### config.mk
export PLATFORM = sky130hd
export DESIGN_NAME = uart_cmd_sequencer
export DESIGN_NICKNAME = d
export VERILOG_FILES = /design/src/rtl/uart_pkg.sv /design/src/rtl/uart_cmd_sequencer_rr_arbiter.sv /design/src/rtl/uart_cmd_sequencer.sv
export SDC_FILE = /design/constraint.sdc
export NUM_CORES = 1
export LEC_CHECK = 0
export CORE_MARGIN = 3
export CORE_UTILIZATION = 31
export CTS_CLUSTER_SIZE = 20
export DETAILED_ROUTE_END_ITERATION = 6
export PLACE_DENSITY = 0.66
export SLEW_MARGIN = 15
export SYNTH_ARGS = -nofsm -noshare
export SYNTH_HDL_FRONTEND = slang
export SYNTH_SLANG_ARGS = --single-unit
### constraint.sdc
create_clock -name clk -period 4 [get_ports clk]
set_clock_uncertainty 0.15 [all_clocks]
set_input_delay 1 -clock clk [delete_from_list [all_inputs] [get_ports clk]]
set_output_delay 1 -clock clk [all_outputs]
set_load 0.1 [all_outputs]
### src/rtl/uart_pkg.sv
// Shared helpers, sequencer state encoding and default stack geometry for the UART command path.
package uart_pkg;

    localparam int unsigned DEF_MAX_FIELDS    = 8;
    localparam int unsigned DEF_MAX_FIELD_LEN = 16;

    typedef enum logic [1:0] {
        S_IDLE    = 2'd0,
        S_WAIT    = 2'd1,
        S_RUN     = 2'd2,
        S_RELEASE = 2'd3
    } seq_state_e;

    // Elaboration-time only; returns 0 for values <= 1.
    function automatic int unsigned clog2(input int unsigned value);
        int unsigned r;
        r = 0;
        while ((64'd1 << r) < 64'(value)) begin
            r++;
        end
        return r;
    endfunction

endpackage

### src/rtl/uart_cmd_sequencer_rr_arbiter.sv
// Combinational round-robin arbiter: grants the first requester at or after the pointer.
module rr_arbiter
    import uart_pkg::*;
#(
    parameter int unsigned N = 4,
    localparam int unsigned PW = clog2(N)
) (
    input  logic [N-1:0]  req,
    input  logic [PW-1:0] ptr,
    output logic [N-1:0]  gnt,
    output logic [PW-1:0] gnt_idx
);

    logic [PW:0] idx;
    logic        found;

    always_comb begin
        gnt     = '0;
        gnt_idx = '0;
        found   = 1'b0;
        idx     = '0;
        for (int k = 0; k < N; k++) begin
            // Scan positions ptr, ptr+1, ... wrapping modulo N.
            idx = {1'b0, ptr} + (PW+1)'(k);
            if (idx >= (PW+1)'(N)) begin
                idx = idx - (PW+1)'(N);
            end
            if (!found && req[idx[PW-1:0]]) begin
                gnt[idx[PW-1:0]] = 1'b1;
                gnt_idx          = idx[PW-1:0];
                found            = 1'b1;
            end
        end
    end

endmodule

### src/rtl/uart_cmd_sequencer.sv
// Dispatches each completed UART frame to enabled consumers, arbitrates the stack read port
// among them and releases the frame once all consumers are idle or a timeout expires.
module uart_cmd_sequencer
    import uart_pkg::*;
#(
    parameter int unsigned N_CONS        = 4,
    parameter int unsigned MAX_FIELDS    = DEF_MAX_FIELDS,
    parameter int unsigned MAX_FIELD_LEN = DEF_MAX_FIELD_LEN,
    parameter int unsigned TIMEOUT_CYC   = 4096,
    localparam int unsigned W_F = clog2(MAX_FIELDS),
    localparam int unsigned W_L = clog2(MAX_FIELD_LEN)
) (
    input  logic                    clk,
    input  logic                    rst_n,
    input  logic                    frame_done_in,
    output logic                    frame_release,
    input  logic [N_CONS-1:0]       cons_enable,
    output logic [N_CONS-1:0]       cons_frame_done,
    input  logic [N_CONS-1:0]       cons_busy,
    input  logic [N_CONS-1:0]       cons_rd_req,
    input  logic [N_CONS*W_F-1:0]   cons_rd_field,
    input  logic [N_CONS*W_L-1:0]   cons_rd_index,
    output logic [N_CONS-1:0]       cons_rd_ack,
    output logic [7:0]              cons_rd_char,
    output logic                    cons_rd_char_valid,
    output logic [W_F-1:0]          rd_field,
    output logic [W_L-1:0]          rd_index,
    input  logic [7:0]              rd_char,
    input  logic                    rd_char_valid,
    output logic                    seq_busy,
    output logic                    err_timeout,
    output logic                    frame_drop,
    output logic [15:0]             drop_count
);

    localparam int unsigned PW = clog2(N_CONS);
    localparam int unsigned TW = clog2(TIMEOUT_CYC);

    seq_state_e        state_q, state_d;
    logic [N_CONS-1:0] en_q;
    logic [PW-1:0]     ptr_q;
    logic [PW-1:0]     win_q;
    logic              inflight_q;
    logic [N_CONS-1:0] ack_q;
    logic [TW-1:0]     cnt_q;
    logic [W_F-1:0]    rd_field_q;
    logic [W_L-1:0]    rd_index_q;
    logic [N_CONS-1:0] cons_frame_done_q;
    logic              frame_release_q;
    logic              err_timeout_q;
    logic              frame_drop_q;
    logic [15:0]       drop_count_q;

    logic              run;
    logic              done_ok;
    logic              timeout_hit;
    logic              grant_fire;
    logic              drop_evt;
    logic [N_CONS-1:0] gnt;
    logic [PW-1:0]     gnt_idx;
    logic [W_F-1:0]    sel_field;
    logic [W_L-1:0]    sel_index;

    assign run         = (state_q == S_RUN);
    assign done_ok     = run && !inflight_q && ((cons_busy & en_q) == '0);
    // A clean finish on the last allowed cycle wins over the timeout.
    assign timeout_hit = run && !done_ok && (cnt_q == TW'(TIMEOUT_CYC - 1));
    assign grant_fire  = run && !inflight_q && !done_ok && !timeout_hit && (gnt != '0);
    assign drop_evt    = frame_done_in && (state_q != S_IDLE);

    rr_arbiter #(
        .N (N_CONS)
    ) u_arb (
        .req     (cons_rd_req & en_q),
        .ptr     (ptr_q),
        .gnt     (gnt),
        .gnt_idx (gnt_idx)
    );

    always_comb begin
        sel_field = '0;
        sel_index = '0;
        for (int i = 0; i < N_CONS; i++) begin
            if (gnt[i]) begin
                sel_field = sel_field | cons_rd_field[i*W_F +: W_F];
                sel_index = sel_index | cons_rd_index[i*W_L +: W_L];
            end
        end
    end

    always_ff @(posedge clk) begin
        if (!rst_n) begin
            state_q <= S_IDLE;
        end else begin
            state_q <= state_d;
        end
    end

    always_comb begin
        state_d = state_q;
        case (state_q)
            S_IDLE: begin
                if (frame_done_in) begin
                    state_d = (cons_enable == '0) ? S_RELEASE : S_WAIT;
                end
            end
            S_WAIT:    state_d = S_RUN;
            S_RUN: begin
                if (done_ok || timeout_hit) begin
                    state_d = S_RELEASE;
                end
            end
            S_RELEASE: state_d = S_IDLE;
            default:   state_d = S_IDLE;
        endcase
    end

    always_comb begin
        seq_busy    = (state_q != S_IDLE);
        cons_rd_ack = ack_q;
        if (ack_q != '0) begin
            cons_rd_char       = rd_char;
            cons_rd_char_valid = rd_char_valid;
        end else begin
            cons_rd_char       = 8'h00;
            cons_rd_char_valid = 1'b0;
        end
    end

    always_ff @(posedge clk) begin
        if (!rst_n) begin
            en_q              <= '0;
            ptr_q             <= '0;
            win_q             <= '0;
            inflight_q        <= 1'b0;
            ack_q             <= '0;
            cnt_q             <= '0;
            rd_field_q        <= '0;
            rd_index_q        <= '0;
            cons_frame_done_q <= '0;
            frame_release_q   <= 1'b0;
            err_timeout_q     <= 1'b0;
            frame_drop_q      <= 1'b0;
            drop_count_q      <= '0;
        end else begin
            cons_frame_done_q <= '0;
            frame_release_q   <= (state_q == S_RELEASE);
            err_timeout_q     <= timeout_hit;
            frame_drop_q      <= drop_evt;
            if (drop_evt && (drop_count_q != 16'hFFFF)) begin
                drop_count_q <= drop_count_q + 16'd1;
            end
            if ((state_q == S_IDLE) && frame_done_in) begin
                en_q              <= cons_enable;
                cons_frame_done_q <= cons_enable;
            end
            if (state_q == S_WAIT) begin
                cnt_q <= '0;
            end else if (run && !timeout_hit) begin
                cnt_q <= cnt_q + TW'(1);
            end
            // Stack data is valid two cycles after the grant; a timeout discards it.
            ack_q      <= '0;
            inflight_q <= 1'b0;
            if (run && inflight_q && !timeout_hit) begin
                ack_q <= N_CONS'(1) << win_q;
            end
            if (grant_fire) begin
                inflight_q <= 1'b1;
                win_q      <= gnt_idx;
                rd_field_q <= sel_field;
                rd_index_q <= sel_index;
                ptr_q      <= (gnt_idx == PW'(N_CONS - 1)) ? '0 : gnt_idx + PW'(1);
            end
        end
    end

    assign cons_frame_done = cons_frame_done_q;
    assign frame_release   = frame_release_q;
    assign err_timeout     = err_timeout_q;
    assign frame_drop      = frame_drop_q;
    assign drop_count      = drop_count_q;
    assign rd_field        = rd_field_q;
    assign rd_index        = rd_index_q;

endmodule

-- Word level (Yosys, flattened, before mapping)
Cells that the tools add are included.
- $add $sub $neg: 10
- order comparisons: 12
- equality and inequality tests: 8
- shift operators: 1
- muxes and demuxes: 47
- bitwise gates (word level): 12
- reductions and logical operators: 37
- operators with widths (operator ; number):
    two-way mux 4 bit ; 8
    two-way mux 2 bit ; 12
    OR 4 bit ; 6
    logical AND 1 bit ; 20
    adder 16 x 1 -> 16 bit, second input constant ; 1
    != test 16 bit, second input constant ; 1
    two-way mux 1 bit ; 13
    adder 12 x 1 -> 12 bit, second input constant ; 1
    equality test 12 bit, second input constant ; 1
    less-than comparator 2 x 3 -> 1 bit, second input constant ; 4
    two-way mux 3 bit ; 4
    greater-or-equal comparator 3 bit, second input constant ; 3
    OR 3 bit ; 3
    AND 4 bit ; 2
    binary-select mux 1 bit (select 2 bit) ; 4
    demux 1 bit (select 2 bit) ; 4
    greater-or-equal comparator 2 x 1 -> 1 bit, second input constant ; 4
    zero test 4 bit ; 2
    two-way mux 8 bit ; 1
    one-hot mux 2 bit (4 select lines) ; 1
    nonzero test 4 bit ; 2
    subtractor 2 x 1 -> 2 bit, second input constant ; 4
    adder 2 x 2 -> 3 bit, second input constant ; 2
    equality test 2 bit, second input constant ; 3
    14 further kinds ; 21
- register bits after elaboration: 57
- input bits: 52
- output and inout bits: 44
- word-level logic and storage cells: 141

-- Depth between registers and ports, before layout
Gate-level depths: netlist of the first run.
- depth in word-level cells: 21
- depth in mapped cells: 11

-- Modules after synthesis
Synthesis of the first run repeated with hierarchy kept, for this count alone.
- cells, all modules: 374
- area, all modules: 3184.3 µm²
- modules (own cells, without submodules) (module ; times used ; cells each ; area an instance (µm²) ; sequential area each (µm²)):
    uart_cmd_sequencer ; 1 ; 309 ; 2695.1 ; 1141.1
    rr_arbiter ; 1 ; 65 ; 489.2 ; 0.0

-- Least setup slack after synthesis of the first run
No wires, ideal clock.
- path kind: reg2out
- start point: register ack_q[1] (netlist: cons_rd_ack[1])
- end point: output port cons_rd_char[0]
- arrival: 2.668 ns
- data required time: 2.850 ns
- setup slack: 0.182 ns
- cell stages (with the launch flop): 3
- path buffers: 0
- cell sequence: dfxtp_1 nor4_1 nor2b_1
- word-level cells in the longest chain between the ends: 2
- RTL lines (element ; line ; source):
    start, declared ; uart_cmd_sequencer.sv:44 ; logic [N_CONS-1:0] ack_q;
    start signal, assigned ; uart_cmd_sequencer.sv:166 ; ack_q <= N_CONS'(1) << win_q;
    nonzero test 4 bit ; uart_cmd_sequencer.sv:121 ; if (ack_q != '0) begin
    two-way mux 8 bit ; uart_cmd_sequencer.sv:121 ;
    end, declared ; uart_cmd_sequencer.sv:24 ; output logic [7:0] cons_rd_char,
Every way passes these cells.

-- Worst setup path in the final report of the first run
- start point: input port cons_rd_req[0]
- end point: register win_q[1]
- word-level cells in the longest chain between the ends: 15
- elaborated cells on any way between the ends: 31
- those cells by class: mux (19); bitwise (4); reduce/logical (8)
- RTL lines (element ; line ; source):
    start, declared ; uart_cmd_sequencer.sv:20 ; input logic [N_CONS-1:0] cons_rd_req,
    AND 4 bit * ; uart_cmd_sequencer.sv:74 ; .req (cons_rd_req & en_q),
    binary-select mux 1 bit (select 2 bit) ; uart_cmd_sequencer_rr_arbiter.sv:28 ; if (!found && req[idx[PW-1:0]]) begin
    two-way mux 1 bit (not written as such) ; uart_cmd_sequencer_rr_arbiter.sv:28 ;
    two-way mux 1 bit ; uart_cmd_sequencer_rr_arbiter.sv:28 ;
    zero test 1 bit ; uart_cmd_sequencer_rr_arbiter.sv:28 ;
    logical AND 1 bit ; uart_cmd_sequencer_rr_arbiter.sv:28 ;
    two-way mux 1 bit ; uart_cmd_sequencer_rr_arbiter.sv:28 ;
    zero test 1 bit ; uart_cmd_sequencer_rr_arbiter.sv:28 ;
    logical AND 1 bit ; uart_cmd_sequencer_rr_arbiter.sv:28 ;
    two-way mux 1 bit ; uart_cmd_sequencer_rr_arbiter.sv:28 ;
    zero test 1 bit ; uart_cmd_sequencer_rr_arbiter.sv:28 ;
    logical AND 1 bit ; uart_cmd_sequencer_rr_arbiter.sv:28 ;
    two-way mux 4 bit ; uart_cmd_sequencer_rr_arbiter.sv:28 ;
    nonzero test 4 bit ; uart_cmd_sequencer.sv:68 ; assign grant_fire = run && !inflight_q && !done_ok && !timeout_hit && (gnt != '0);
    logical AND 1 bit ; uart_cmd_sequencer.sv:68 ;
    end signal, assigned ; uart_cmd_sequencer.sv:170 ; win_q <= gnt_idx;
    end, declared ; uart_cmd_sequencer.sv:42 ; logic [PW-1:0] win_q;
Mark *: on every way between the ends. The rest lies on a longest branch, timed or not. The select of a mux whose other input is x is not followed.
A chain may end at the register's enable or synchronous reset.

==> results of run 1 <==
registers in the layout, summed over array words and instances, names as in the netlist:
signal	count
drop_count	16
rd_field	3
frame_release	1
cons_rd_ack	4
cons_frame_done	4
frame_drop	1
inflight_q	1
cnt_q	12
win_q	2
rd_index	4
ptr_q	2
err_timeout	1
en_q	4
state_q	2
synth_stat cells (2+ instances only):
| cell type | n |
|---|---|
| inv_1 | 11 |
| xnor2_1 | 7 |
| a21o_1 | 7 |
| xor2_1 | 12 |
| or3_1 | 7 |
| mux2i_1 | 4 |
| o21ai_0 | 10 |
| ha_1 | 16 |
| nand3_1 | 13 |
| a211oi_1 | 3 |
| nor4_1 | 6 |
| a221o_1 | 3 |
| nor2_1 | 34 |
| a22oi_1 | 14 |
| nor3_1 | 9 |
| and3_1 | 6 |
| nor2b_1 | 11 |
| o22ai_1 | 2 |
| mux4_2 | 2 |
| dfxtp_1 | 57 |
| nand4_1 | 7 |
| a22o_1 | 6 |
| and2_1 | 6 |
| nand2b_1 | 3 |
| clkbuf_1 | 7 |
| a21oi_1 | 22 |
| nand2_1 | 37 |
kinds of logic (layout without fill, tap and decap cells):
logic type | Yosys count | in the layout
multiplexers | 6 | 6
AND/OR/NAND/NOR | 144 | 144
buffers and inverters | 22 | 138
AO/OA/AOI/OAI | 77 | 77
XOR/XNOR | 19 | 19
flip-flops | 57 | 57
adder cells (fa/ha/maj) | 16 | 16
cell type report:
class / instances / share of cell area [%]
multi-input combinational: 262 / 39.4
sequential: 57 / 26.4
timing repair buffer: 111 / 24.2
clock buffer: 13 / 3.91
tap: 126 / 3.65
clock inverter: 2 / 1.39
inverter: 12 / 1.04
layout by cell type (no fill, tap or decap), drive strengths merged, types with 2 or more instances in the layout:
cell type      count
clkdlybuf4s50     85
dfxtp             57
nand2             37
nor2              34
buf               26
a21oi             22
ha                16
a22oi             14
nand3             13
clkbuf            13
xor2              12
inv               11
nor2b             11
o21ai             10
nor3               9
nand4              7
xnor2              7
or3                7
a21o               7
and2               7
nor4               6
a22o               6
and3               6
mux2i              4
a221o              4
nand2b             3
a211oi             3
mux4               2
o22ai              2
bufinv             2
o41ai              2
layer usage:
metal	GRT usage [%]	vias up
met4	7.77	0
li1	-	1454
met2	24.6	72
met3	2.82	11
met1	17.9	1323
met5	0	-
tightest hold or removal path: cells and delay by family (launching register included):
family | cells | cell delay, ns
DFF | 1 | 0.31
AOI/OAI and AO/OA | 1 | 0.05
and+or+nand+nor | 1 | 0.05
where the power goes:
part           leakage, nW  switching, mW  internal (mW)
Combinational         1.03          0.323          0.189
Sequential           0.461         0.0285          0.601
Clock                0.116          0.220          0.399
Total                 1.61          0.571           1.19
final timing paths:
path	from	endpoint	slack [ns]
setup / recovery	cons_rd_req[0]	win_q[1]$_SDFFE_PN0P_	0.46
hold / removal	rd_index[1]$_SDFFE_PN0P_	rd_index[1]$_SDFFE_PN0P_	0.31
setup reg to reg	ptr_q[1]$_SDFFE_PN0P_	win_q[1]$_SDFFE_PN0P_	0.88
hold reg to reg	rd_index[1]$_SDFFE_PN0P_	rd_index[1]$_SDFFE_PN0P_	0.31
==> results_dict.tcl, run 1 <==
set metrics [dict create \
    status "finished clean" \
    fp.dieW_um 103 \
    io_buffers 95 \
    wl_per_cell_um 13.3 \
    total_power_mw 1.76 \
    num_rows 34 \
    slew_headroom_pct 33.3 \
    coreArea_um2 8980 \
    final_area_um2 4320 \
    fillers 854 \
    drt-vias-per-instance 4.91 \
    worstRegToRegCells 9 \
    clk_pin_slew_ns 0.06 \
    placed_area_um2 4090 \
    drive_gt1_share_pct 9.85 \
    worst_pin_slew_ns 0.997 \
    synth_top_area_cell "dfxtp_1" \
    fin_nets 521 \
    routed.top_layer "met4" \
    synth_edf_count 0 \
    postLayoutCoreUtil_pct 48.1 \
    critPathMaxFanout 7 \
    critPathTopFamily "compound AO/OA/AOI/OAI gates" \
    drv_cap 0 \
    drt-total-wl_um 7750 \
    synth_compound_area_share_pct 18.5 \
    dieArea_um2 10700 \
    grt_pass1_vias 2761 \
    antenna_left 0 \
    synthXorXnorAreaFrac_pct 5.67 \
    p_leak_nw 1.61 \
    cts_max_level 3 \
    fmax_ghz 0.282 \
    synth_area_um2 2940 \
    async_reset_ff_share_pct 0 \
    synth_top_family_by_area "simple AND/OR/NAND/NOR gates" \
    grt-ovfl-total 0 \
    antenna_found_initial 0 \
    cts-root-buf "clkbuf_8" \
    placed_cells 568 \
    required_ns 4.07 \
    setup_ws_ns 0.456 \
    worstSetupPathType "in -> reg" \
    area_delta_synth_final_pct 47.1 \
    rsz0062_at_grt "false" \
    synthCells 341 \
    synth_top_cells_by_area "dfxtp_1 (39%), ha_1 (6.8%), nand2_1 (4.7%), nor2_1 (4.3%), a21oi_1 (3.8%)" \
    worst-path-stages 9 \
    postCtsHoldBufs 0 \
    vias 2860 \
    synth_cell_types 46 \
    start_kind "primary input" \
    wl_met3_um 447 \
    clk_latency_ns 0.34 \
    crit_path_end_kind "flip-flop" \
    pre_cts_ws_ns 0.105 \
    tns_ns 0 \
    min_path_type "reg -> reg" \
    ys_warn_count 0 \
    pin_count 96 \
    cp_cell_sequence "clkdlybuf4s50_1 -> and2_1 -> mux4_2 -> a22o_1 -> a221o_2 -> o41ai_4 -> buf_4 -> mux2i_1 -> nor2_1" \
    cp_slowest_stage_delay_ns 0.56 \
    finalSetupViolations 0 \
    synth.top_cell.area_share_pct 38.9 \
    wl_met2_um 3650 \
    numCtsBuffers 9 \
    finalHoldViolCount 0 \
    cts_resized 0 \
    initial_core_util_pct 32.7 \
    synth_fa_ha_area_share_pct 6.82 \
    post-route-drc-count 0 \
    synthMuxAreaShare_pct 2.90 \
    synthSimpleGateAreaFrac_pct 24.0 \
    finalNonFillerCells 583 \
    synth_top_flop_cell "dfxtp_1" \
    ff_latch_area_um2 1140 \
    die_y_um 103 \
    cts_tree "done" \
    cts_sinks 57 \
    post_cts_buffers 0 \
    worst_path_max_delay_cell "mux4_2" \
    clk_path_buf_depth 2 \
    drtPass1Iterations 4 \
    ys_seq_elements 57 \
    grt_max_degree 28 \
    place.gp.congestion 0.853 \
    met1_length_um 3490 \
    critPathBufInv 2 \
    fin_crit_sh_pct 88.6 \
    fin_crit_ns 3.54 \
    grt_pass1_wl_um 12400 \
    seq_area_frac_synth_pct 38.9 \
    n_antenna_cell 0 \
    avgSynthCellArea_um2 8.61 \
    whs_ns 0.310 \
    ir_drop_mv 0.285 \
    grt.total_usage_pct 14.7 \
    drv_slew 0 \
    hold_depth 2 \
    multi_input_area_um2 1700 \
    cellPowerDensity_nw_per_um2 407 \
    hpwl_um 5940 \
    cp.arrival_ns 3.62 \
    drt_iter0_markers 72 \
    synth_fp_nets 409 \
]
Power figures use the tool's default switching activity.
==> run 2: changes to the inputs <==
CTS_CLUSTER_SIZE = 16   (was 20)
==> results of run 2 <==
No change in the layout: final DEF, timing and power equal those of run 1.
==> run 3: changes to the inputs <==
ABC_AREA = 0   (was unset)
CORE_MARGIN = 2   (was 3)
PLACE_DENSITY = 0.56   (was 0.66)
==> run 3 against run 2 <==
Compared with the run above: critical path depth unchanged; flip-flop and latch count unchanged; register-to-register slack worse by 0.02 ns; sequential power about the same; non-clock buffer count down 2; final cell count down 2.7%; die area down 3.8%; final area down 1.5%; power down 5.6%; combinational power down 0.8%; critical endpoint is now win_q[0]$_SDFFE_PN0P_; highest routed layer unchanged.
==> results_dict.tcl, run 3 (synthesis results as in run 1) <==
set metrics [dict create \
    final_common_cell "clkdlybuf4s50_1" \
    worstSetupPathType "in -> reg" \
    die_y_um 101 \
    power.clock.fraction_pct 31.6 \
    ir_drop_mv 0.446 \
    drv_cap 0 \
    crit_path_end_kind "flip-flop" \
    drt_iter0_markers 87 \
    final_cell_mix "clkdlybuf4s50_1 (85), dfxtp_1 (57), nand2_1 (37), nor2_1 (34), buf_4 (24)" \
    min_path_type "reg -> reg" \
    hpwl_um 5830 \
    grt_max_degree 24 \
    cts-root-buf "clkbuf_8" \
    p_sw_share_pct 34.4 \
    fmax_ghz 0.282 \
    io_buffers 95 \
    coreArea_um2 9200 \
    num_rows 35 \
    wl_per_cell_um 13.5 \
    fin_crit_sh_pct 88.7 \
    status "finished clean" \
    cts_max_level 3 \
    hp-start "rd_field[2]$_SDFFE_PN0P_" \
    hold_depth 2 \
    finalSetupViolations 0 \
    clk_pin_slew_ns 0.06 \
    pin_count 96 \
    fin_crit_ns 3.55 \
    finalNonFillerCells 567 \
    start_kind "primary input" \
    drive_gt1_share_pct 9.65 \
    tns_ns 0 \
    hold_end "rd_field[2]$_SDFFE_PN0P_" \
    initial_core_util_pct 31.9 \
    post-route-drc-count 0 \
    postCtsHoldBufs 0 \
    worstRegToRegCells 9 \
    grt_pass1_wl_um 12200 \
    numCtsBuffers 9 \
    post_cts_buffers 0 \
    largest_reg_flops 16 \
    vias 2843 \
    grt-ovfl-total 0 \
    p_comb_share_pct 30.5 \
    placed_area_um2 4060 \
    fin_nets 519 \
    cts_tree "done" \
    slew_headroom_pct 33.5 \
    dieArea_um2 10300 \
    grt_pass1_vias 2634 \
    cp.arrival_ns 3.60 \
    p_int_mw 1.09 \
    p_leak_nw 1.58 \
    fp.dieW_um 101 \
    place.gp.congestion 0.898 \
    drt-vias-per-instance 5.01 \
    n_antenna_cell 0 \
    worst_pin_slew_ns 0.994 \
    final_area_um2 4250 \
    power.switching_mw 0.572 \
    p_seq_share_pct 37.9 \
    area_delta_synth_final_pct 44.8 \
    cellPowerDensity_nw_per_um2 391 \
    r2r_start "ptr_q[1]$_SDFFE_PN0P_" \
    critPathMaxFanout 7 \
    grt.total_usage_pct 14.9 \
    drv_slew 0 \
    required_ns 4.05 \
    placed_cells 551 \
    antenna_left 0 \
    cts_sinks 57 \
    antenna_found_initial 0 \
    clk_path_buf_depth 2 \
    drt-total-wl_um 7680 \
    cts_resized 0 \
    finalHoldViolCount 0 \
    clk_latency_ns 0.33 \
    rsz0062_at_grt "false" \
    drtPass1Iterations 4 \
    r2r_end "win_q[0]$_SDFFE_PN0P_" \
    reg2reg_slack_ns 0.86 \
]
## run 3: changes by cell type in the layout (fill, tap and decap cells not counted), sizes merged
| cell | delta |
|---|---|
| buf | -2 |
| clkbuf | -2 |
| clkinv | +2 |
| clkinvlp | +2 |
| bufinv | -1 |
## run 3: worst max-delay path: stages
cell,delay [ns]
clkdlybuf4s50_1,0.43
and2_1,0.22
mux4_2,0.54
a22o_1,0.25
a221o_2,0.33
o41ai_4,0.37
buf_4,0.21
mux2i_1,0.19
nor2_1,0.05
## run 3: final cells by class
cell class	instances	area [um^2]
clock inverter	5	55.1
fill	897	4940
clock buffer	11	141
tap	111	139
sequential	57	1140
inverter	12	45.0
multi-input combinational	262	1700
timing repair buffer	109	1030
## run 3: power groups by stage
stage | clock, mW | combinational, mW | sequential (mW)
floorplan | 0 | 0.260 | 0.727
global placement | 0 | 0.502 | 0.642
detailed placement | 0 | 0.506 | 0.642
CTS | 0.547 | 0.510 | 0.629
global route | 0.573 | 0.547 | 0.635
finish | 0.525 | 0.507 | 0.629
## run 3: layer usage
metal | vias up | track usage [%] | part of all wire, %
met1 | 1304 | 19.1 | 47
met5 | - | 0 | 0
li1 | 1446 | - | -
met2 | 79 | 24.0 | 46
met3 | 14 | 3.80 | 5.2
met4 | 0 | 5.82 | 2.2
## run 3: worst max-delay path by stage
stage,start,end,slack (ns)
floorplan,cons_rd_ack[1]$_SDFF_PP0_,cons_rd_char[0],0.18
global placement,cons_rd_req[0],win_q[0]$_SDFFE_PN0P_,0.16
detailed placement,cons_rd_req[0],win_q[1]$_SDFFE_PN0P_,0.16
CTS,cons_rd_req[3],win_q[0]$_SDFFE_PN0P_,0.48
global route,cons_rd_req[0],win_q[0]$_SDFFE_PN0P_,0.33
finish,cons_rd_req[3],win_q[0]$_SDFFE_PN0P_,0.45
## run 3: metrics by stage
step | hold slack, ns | setup slack, ns | util (%) | total power, mW
after detailed placement | 0.301 | 0.159 | 44.1 | 1.15
after global routing | 0.324 | 0.327 | 46.2 | 1.75
after global placement | 0.294 | 0.161 | 44.1 | 1.14
after floorplan | 0.283 | 0.182 | - | 0.987
after CTS | 0.313 | 0.482 | 46.2 | 1.69
final | 0.309 | 0.451 | 46.2 | 1.66
